$ cat src/rtl/m_fetch_buf.sv
// Instruction fetch buffer: issues sequential word fetches under a credit limit,
// queues in-order responses with their PCs, and flushes on redirect.
module m_fetch_buf #(
  parameter int          DEPTH    = 4,
  parameter logic [31:0] RESET_PC = 32'h0
) (
  input  logic        w_clk,
  input  logic        w_rst,
  input  logic        w_redirect,
  input  logic [31:0] w_redirect_pc,
  output logic        w_imem_req_valid,
  input  logic        w_imem_req_ready,
  output logic [31:0] w_imem_req_addr,
  input  logic        w_imem_rsp_valid,
  input  logic [31:0] w_imem_rsp_data,
  output logic        w_inst_valid,
  input  logic        w_inst_ready,
  output logic [31:0] w_inst,
  output logic [31:0] w_inst_pc
);

  localparam int AW = $clog2(DEPTH);
  localparam int CW = AW + 1;

  logic [31:0]   pc_q, pc_d;
  logic [31:0]   rsp_pc_q, rsp_pc_d;
  logic [CW-1:0] occ_q, occ_d;
  logic [CW-1:0] out_q, out_d;
  logic [CW-1:0] drop_q, drop_d;
  logic [AW-1:0] rd_q, rd_d;
  logic [AW-1:0] wr_q, wr_d;
  logic [31:0]   inst_mem_q [DEPTH];
  logic [31:0]   pc_mem_q   [DEPTH];

  logic [CW:0]   credit_used;
  logic          accept;
  logic          rsp;
  logic          push;
  logic          pop;
  logic          drop_rsp;
  logic [31:0]   redirect_pc;
  logic          unused_redirect_lsbs;

  assign unused_redirect_lsbs = &{1'b0, w_redirect_pc[1:0]};

  // Queued plus in-flight words may never exceed DEPTH, so a response always has a slot.
  assign credit_used      = {1'b0, occ_q} + {1'b0, out_q};
  assign w_imem_req_valid = !w_rst && (credit_used < (CW+1)'(DEPTH));
  assign w_imem_req_addr  = pc_q;
  assign w_inst_valid     = !w_rst && (occ_q != '0);
  assign w_inst           = inst_mem_q[rd_q];
  assign w_inst_pc        = pc_mem_q[rd_q];

  assign accept      = w_imem_req_valid && w_imem_req_ready;
  assign rsp         = w_imem_rsp_valid && !w_rst;
  assign drop_rsp    = rsp && (drop_q != '0);
  assign push        = rsp && (drop_q == '0) && !w_redirect;
  assign pop         = w_inst_valid && w_inst_ready && !w_redirect;
  assign redirect_pc = {w_redirect_pc[31:2], 2'b00};

  always_comb begin
    out_d    = out_q + CW'(accept) - CW'(rsp);
    pc_d     = accept ? pc_q + 32'd4 : pc_q;
    rsp_pc_d = push ? rsp_pc_q + 32'd4 : rsp_pc_q;
    drop_d   = drop_rsp ? drop_q - CW'(1) : drop_q;
    wr_d     = push ? wr_q + AW'(1) : wr_q;
    rd_d     = pop ? rd_q + AW'(1) : rd_q;
    occ_d    = occ_q + CW'(push) - CW'(pop);
    // Everything still outstanding after this cycle, including a fresh accept, is wrong-path.
    if (w_redirect) begin
      pc_d     = redirect_pc;
      rsp_pc_d = redirect_pc;
      drop_d   = out_d;
      occ_d    = '0;
      rd_d     = '0;
      wr_d     = '0;
    end
  end

  always_ff @(posedge w_clk) begin
    if (w_rst) begin
      pc_q     <= RESET_PC;
      rsp_pc_q <= RESET_PC;
      occ_q    <= '0;
      out_q    <= '0;
      drop_q   <= '0;
      rd_q     <= '0;
      wr_q     <= '0;
    end else begin
      pc_q     <= pc_d;
      rsp_pc_q <= rsp_pc_d;
      occ_q    <= occ_d;
      out_q    <= out_d;
      drop_q   <= drop_d;
      rd_q     <= rd_d;
      wr_q     <= wr_d;
    end
  end

  always_ff @(posedge w_clk) begin
    if (push) begin
      inst_mem_q[wr_q] <= w_imem_rsp_data;
      pc_mem_q[wr_q]   <= rsp_pc_q;
    end
  end

endmodule

$ cat config.mk
export PLATFORM = sky130hd
export DESIGN_NAME = m_fetch_buf
export DESIGN_NICKNAME = d
export VERILOG_FILES = /design/src/rtl/m_fetch_buf.sv
export SDC_FILE = /design/constraint.sdc
export NUM_CORES = 1
export LEC_CHECK = 0
export BUFFER_PORTS_ARGS = -buffer_cell sky130_fd_sc_hd__buf_2
export CAP_MARGIN = 10
export CELL_PAD_IN_SITES_DETAIL_PLACEMENT = 0
export CELL_PAD_IN_SITES_GLOBAL_PLACEMENT = 1
export CORE_MARGIN = 2
export CORE_UTILIZATION = 45
export CTS_CLUSTER_SIZE = 30
export DETAILED_ROUTE_END_ITERATION = 10
export HOLD_SLACK_MARGIN = 0.08
export PLACE_DENSITY_LB_ADDON = 0.1
export SETUP_SLACK_MARGIN = 0.2
export SLEW_MARGIN = 20
export SYNTH_ARGS = -nofsm -noshare
export SYNTH_HDL_FRONTEND = slang
export SYNTH_SLANG_ARGS = --single-unit
$ cat constraint.sdc
create_clock -name w_clk -period 3.9 [get_ports w_clk]
set_clock_uncertainty 0.2 [all_clocks]
set_input_delay 0.195 -clock w_clk [delete_from_list [all_inputs] [get_ports w_clk]]
set_output_delay 0.195 -clock w_clk [all_outputs]
set_load 0.01 [all_outputs]
Yosys cells after proc, flatten, opt, wreduce, memory -nomap -nowiden
Memories as Yosys holds them, arrays and structs flattened. A register that Yosys moved wholly into a read port is not among the register bits.
Cells that the tools add are included.
{"block": "classes", "addsub": 10, "n_lt_le_gt_ge": 1, "muxes": 12, "reduce_logical": 18}
{"operator": "two-way mux 32 bit", "n": 4}
{"operator": "adder 32 x 3 -> 32 bit (second input constant)", "n": 2}
{"operator": "logical AND 1 bit", "n": 9}
{"operator": "two-way mux 2 bit", "n": 4}
{"operator": "adder 3 x 1 -> 3 bit", "n": 2}
{"operator": "two-way mux 3 bit", "n": 2}
{"operator": "nonzero test 2 bit", "n": 3}
{"operator": "nonzero test 3 bit", "n": 2}
{"operator": "subtractor 3 x 1 -> 3 bit", "n": 2}
{"operator": "adder 2 x 1 -> 2 bit (second input constant)", "n": 2}
{"operator": "adder 3 x 3 -> 4 bit", "n": 1}
{"operator": "less-than comparator 4 x 3 -> 1 bit (second input constant)", "n": 1}
{"operator": "zero test 3 bit", "n": 1}
{"operator": "subtractor 3 x 1 -> 3 bit (second input constant)", "n": 1}
{"operator": "zero test 1 bit", "n": 2}
{"operator": "two-way mux 1 bit", "n": 2}
{"operator": "OR reduction 2 bit", "n": 1}
{"block": "word_totals", "regBits": 77, "ramBits": 256, "input_bits": 70, "out_inout_bits": 98, "memories": 2}
{"memory": "inst_mem_q", "depth": 4, "width": 32, "read_ports": 1, "rd_ports_with_merged_regs": 1, "write_ports": 1, "line_no": "32", "rtl": "logic [31:0] inst_mem_q [DEPTH];"}
{"memory": "pc_mem_q", "depth": 4, "width": 32, "read_ports": 1, "rd_ports_with_merged_regs": 1, "write_ports": 1, "line_no": "33", "rtl": "logic [31:0] pc_mem_q [DEPTH];"}

Logic depth before layout (Yosys ltp)
{"block": "logic_depth", "word_depth": 7, "ltp_mapped": 13, "depth_no_buf": 13}

Least setup slack after synthesis
No wires, ideal clock.
{"block": "synth_timing", "kind": "input -> register", "from": "input port w_redirect", "to": "memory inst_mem_q[0][0], enable pin", "setup_ns": 0.427, "arrival_time_ns": 2.579, "t_required_ns": 3.273, "slack_ns": 0.694, "cell_stages": 5, "path_buffers": 3, "cell_sequence": "clkbuf_1 -> inv_1 -> clkbuf_1 -> clkbuf_1 -> and3_1"}
{"block": "synth_via", "elab_chain_len": 4}
{"item": "from (decl)", "line_no": "9", "rtl": "input logic w_redirect,"}
{"item": "zero test 1 bit", "line_no": "57", "rtl": "assign push = rsp && (drop_q == '0) && !w_redirect;"}
{"item": "logical AND 1 bit", "line_no": "57"}
{"item": "two-way mux 1 bit", "line_no": "101", "rtl": "if (push) begin"}
{"item": "two-way mux 1 bit (implied by the code)", "line_no": "102", "rtl": "inst_mem_q[wr_q] <= w_imem_rsp_data;"}
{"item": "to (decl)", "line_no": "32"}
Every way passes these cells.

Worst setup path after layout
{"block": "layout_timing", "from": "register occ_q[2]", "to": "register drop_q[2]"}
{"block": "layout_via", "elab_chain_len": 7}
{"item": "from (decl)", "line_no": "27", "rtl": "logic [CW-1:0] occ_q, occ_d;"}
{"item": "from (signal assigned)", "line_no": "84", "rtl": "occ_q <= '0;"}
{"item": "from (signal assigned)", "line_no": "92", "rtl": "occ_q <= occ_d;"}
{"item": "adder 3 x 3 -> 4 bit", "line_no": "47", "rtl": "assign credit_used = {1'b0, occ_q} + {1'b0, out_q};"}
{"item": "less-than comparator 4 x 3 -> 1 bit", "line_no": "48", "rtl": "assign w_imem_req_valid = !w_rst && (credit_used < (CW+1)'(DEPTH));"}
{"item": "logical AND 1 bit", "line_no": "48"}
{"item": "logical AND 1 bit", "line_no": "54", "rtl": "assign accept = w_imem_req_valid && w_imem_req_ready;"}
{"item": "adder 3 x 1 -> 3 bit", "line_no": "62", "rtl": "out_d = out_q + CW'(accept) - CW'(rsp);"}
{"item": "subtractor 3 x 1 -> 3 bit", "line_no": "62"}
{"item": "two-way mux 3 bit", "line_no": "70", "rtl": "if (w_redirect) begin"}
{"item": "to (signal assigned)", "line_no": "94", "rtl": "drop_q <= drop_d;"}
{"item": "to (decl)", "line_no": "29", "rtl": "logic [CW-1:0] drop_q, drop_d;"}
Every way passes these cells.
A chain may end at the register's enable or synchronous reset.

==> out/metrics.cfg <==
[outcome]
status=finished, final reports clean

[place]
io_buffers=161
gp_congestion=0.776
dpl.cell_count=1339
hpwl_um=18500

[job]
maxCapViolCount=0

[power]
power.density_nw_per_um2=471
ir_worst_vdd_v=0.000231
total_power_uw=7720
p_leak_uw=0.00574

[clocking]
post_cts_resized=0
clk_path_buf_depth=3
clock-sinks=323
post-cts-setup-buffers=0
cts_buffers=35
clkSlewWorstSetupHoldPaths_ns=0.07
clock_latency_ns=0.51
h-tree-depth=2
cts_hold_buf=66
cts_tree=done
clockRootBuffer=clkbuf_16

[hold_path]
hold_class=input port to register

[synth]
synth_flop_cell=edfxtp_1
yosys.area.top_type=edfxtp_1
synth-xor-area-share_pct=4.23
ys_ff_latch=323
synthAdderAreaFrac_pct=1.62
avgSynthCellArea_um2=16.2
synth_top_family_by_area=multiplexers
yosys_warnings=0
syn_area_um2=13200
synth-simple-area-share_pct=8.62
synth.top_cell.area_share_pct=56.2
synthMuxAreaShare_pct=10.7
yosys-top-cells-area=edfxtp_1 (56%), dfxtp_1 (11%), mux4_2 (11%)
netlist-cell-type-count=55
synth_edf_count=248
synth-seq-area-share_pct=67.5
async_flop_share_pct=0
syn_inst=818
synth-compound-area-share_pct=4.68

[global_routing]
antenna_found_initial=0
grt_max_degree=63
grt_pass1_vias=7837
grt_pass1_wl_um=44200
grt_util_met1_pct=26.2
met2_usage_pct=30.5
grt.total_usage_pct=18.6
grt.busiest_layer=met2
grt_use_met3_pct=2.90
grt-ovfl-total=0

[floorplan]
row_count=62
initial_utilization_pct=45.9
num_io_pins=168
core_area_um2=28900
die_w_um=176
die_h_um=176
die-area_um2=30800

[layout]
final_layout_size_suffix_gt1_share_pct=29.6
n_fill_cell=2338
area_growth_syn_to_layout_pct=23.6
n_antenna_cell=0
register_area_um2=8950
multi_input_area_um2=3980
fin_nets=1144
fin_cells=1467

[worst_setup_path]
critPathLaunchType=register
cp_max_fo=11
endpoint_kind=register
crit_required_ns=4.07
critPathKind=register to register
cp_data_arrival_time_ns=3.34

[detailed_routing]
dr.first_iter.drc_count=504
drc=0
first_pass_iters=4
wl_per_cell_um=19.2
wirelength_um=28100
dr_total_vias=7601
detail-route-antenna-nets=0
post_drt_via_cell_ratio=5.18

[sta]
tns_ns=0
fmaxAchievable_mhz=316
period_needed_ns=3.17
slew_viol_final=0
tightest_slew_ns=0.913
final-setup-viol-count=0
max_slew_margin_pct=39.1
whs_ns=0.127
rsz0062_at_grt=false
period_share_pct=81.2
finalHoldViolCount=0

==> layout make-up <==
cell class,count,area share (%)
Timing Repair Buffer,244,10.3
Multi-Input combinational cell,419,24.3
Tap cell,384,2.93
Clock buffer,45,5.84
Clock inverter,17,1.11
Sequential cell,323,54.7
Inverter,35,0.802
==> cells in the mapped netlist, drive strengths merged, types with 2 or more instances <==
cell / count
a211oi: 6
a21boi: 41
a21oi: 32
a31oi: 2
and2: 12
and3: 22
and4: 13
and4bb: 2
buf: 24
clkbuf: 20
dfxtp: 75
edfxtp: 248
fa: 2
ha: 14
inv: 35
mux4: 62
nand2: 39
nand3: 22
nand4: 16
nor2: 19
nor2b: 3
nor3: 6
nor3b: 2
nor4: 11
nor4b: 3
o21a: 3
o21ai: 2
o21bai: 4
o22ai: 4
or2: 3
xnor2: 37
xor2: 27
==> cell usage in the layout (no fill, tap or decap), drive strengths merged, types with 19 or more instances in the layout <==
| cell | count |
|---|---|
| a21boi | 41 |
| a21oi | 32 |
| and3 | 22 |
| buf | 178 |
| clkbuf | 45 |
| dfxtp | 75 |
| dlygate4sd3 | 66 |
| edfxtp | 248 |
| inv | 35 |
| mux4 | 62 |
| nand2 | 39 |
| nand3 | 22 |
| nor2 | 19 |
| xnor2 | 37 |
| xor2 | 27 |
==> cells by family (layout without fill, tap and decap cells) <==
family | Yosys count | count (layout)
AO/OA/AOI/OAI | 95 | 95
XOR/XNOR | 64 | 64
adder cells (fa/ha/maj) | 16 | 16
buffers and inverters | 79 | 341
flip-flops | 323 | 323
multiplexers | 64 | 64
other | 1 | 4
AND/OR/NAND/NOR | 176 | 176
==> state kept, by name (all words and copies together) (netlist names), named ones only <==
name / count
inst_mem_q: 128
pc_mem_q: 120
rsp_pc_q: 30
w_imem_req_addr: 30
drop_q: 3
occ_q: 3
out_q: 3
rd_q: 2
wr_q: 2
==> critical path, cell delays in order (launching register included) <==
cell     delay, ns
dfxtp_1       0.33
ha_1          0.32
nor4_4        0.30
and3_1        0.20
buf_4         0.19
inv_2         0.09
ha_1          0.28
inv_1         0.04
ha_1          0.18
fa_1          0.38
xnor2_1       0.18
xnor2_1       0.14
nor2_1        0.06
nand2_1       0.07
o21ai_0       0.06
==> worst paths after layout <==
path | to | cells after the start | start | slack (ns)
max | drop_q[2] | 14 | occ_q[2] | 0.73
min | wr_q[1] | 4 | w_imem_rsp_valid | 0.13
max reg2reg | drop_q[2] | 14 | occ_q[2] | 0.73
min reg2reg | wr_q[1] | 2 | wr_q[1] | 0.30
==> metrics by stage <==
stage	instance area, um2	setup slack [ns]	utilization [%]
floorplan	13300	0.694	-
global placement	14600	0.754	50.5
detailed placement	14600	0.714	50.5
CTS	16400	0.707	56.7
global route	16400	0.476	56.7
finish	16400	0.734	56.7
==> report_power, final <==
part           total [uW]  internal, uW  switching (uW)
combinational         552           268             284
clock                3240          1990            1240
sequential           3930          3830             104
total                7720          6090            1630
==> routing by layer <==
metal	wire length (um)	share of wire, %	up-vias
met5	0	0	-
met4	484	1.7	0
met3	1620	5.8	41
met2	13400	48	226
met1	12600	45	3721
li1	-	-	3613
Note: power is estimated with default switching activity, not from simulation.
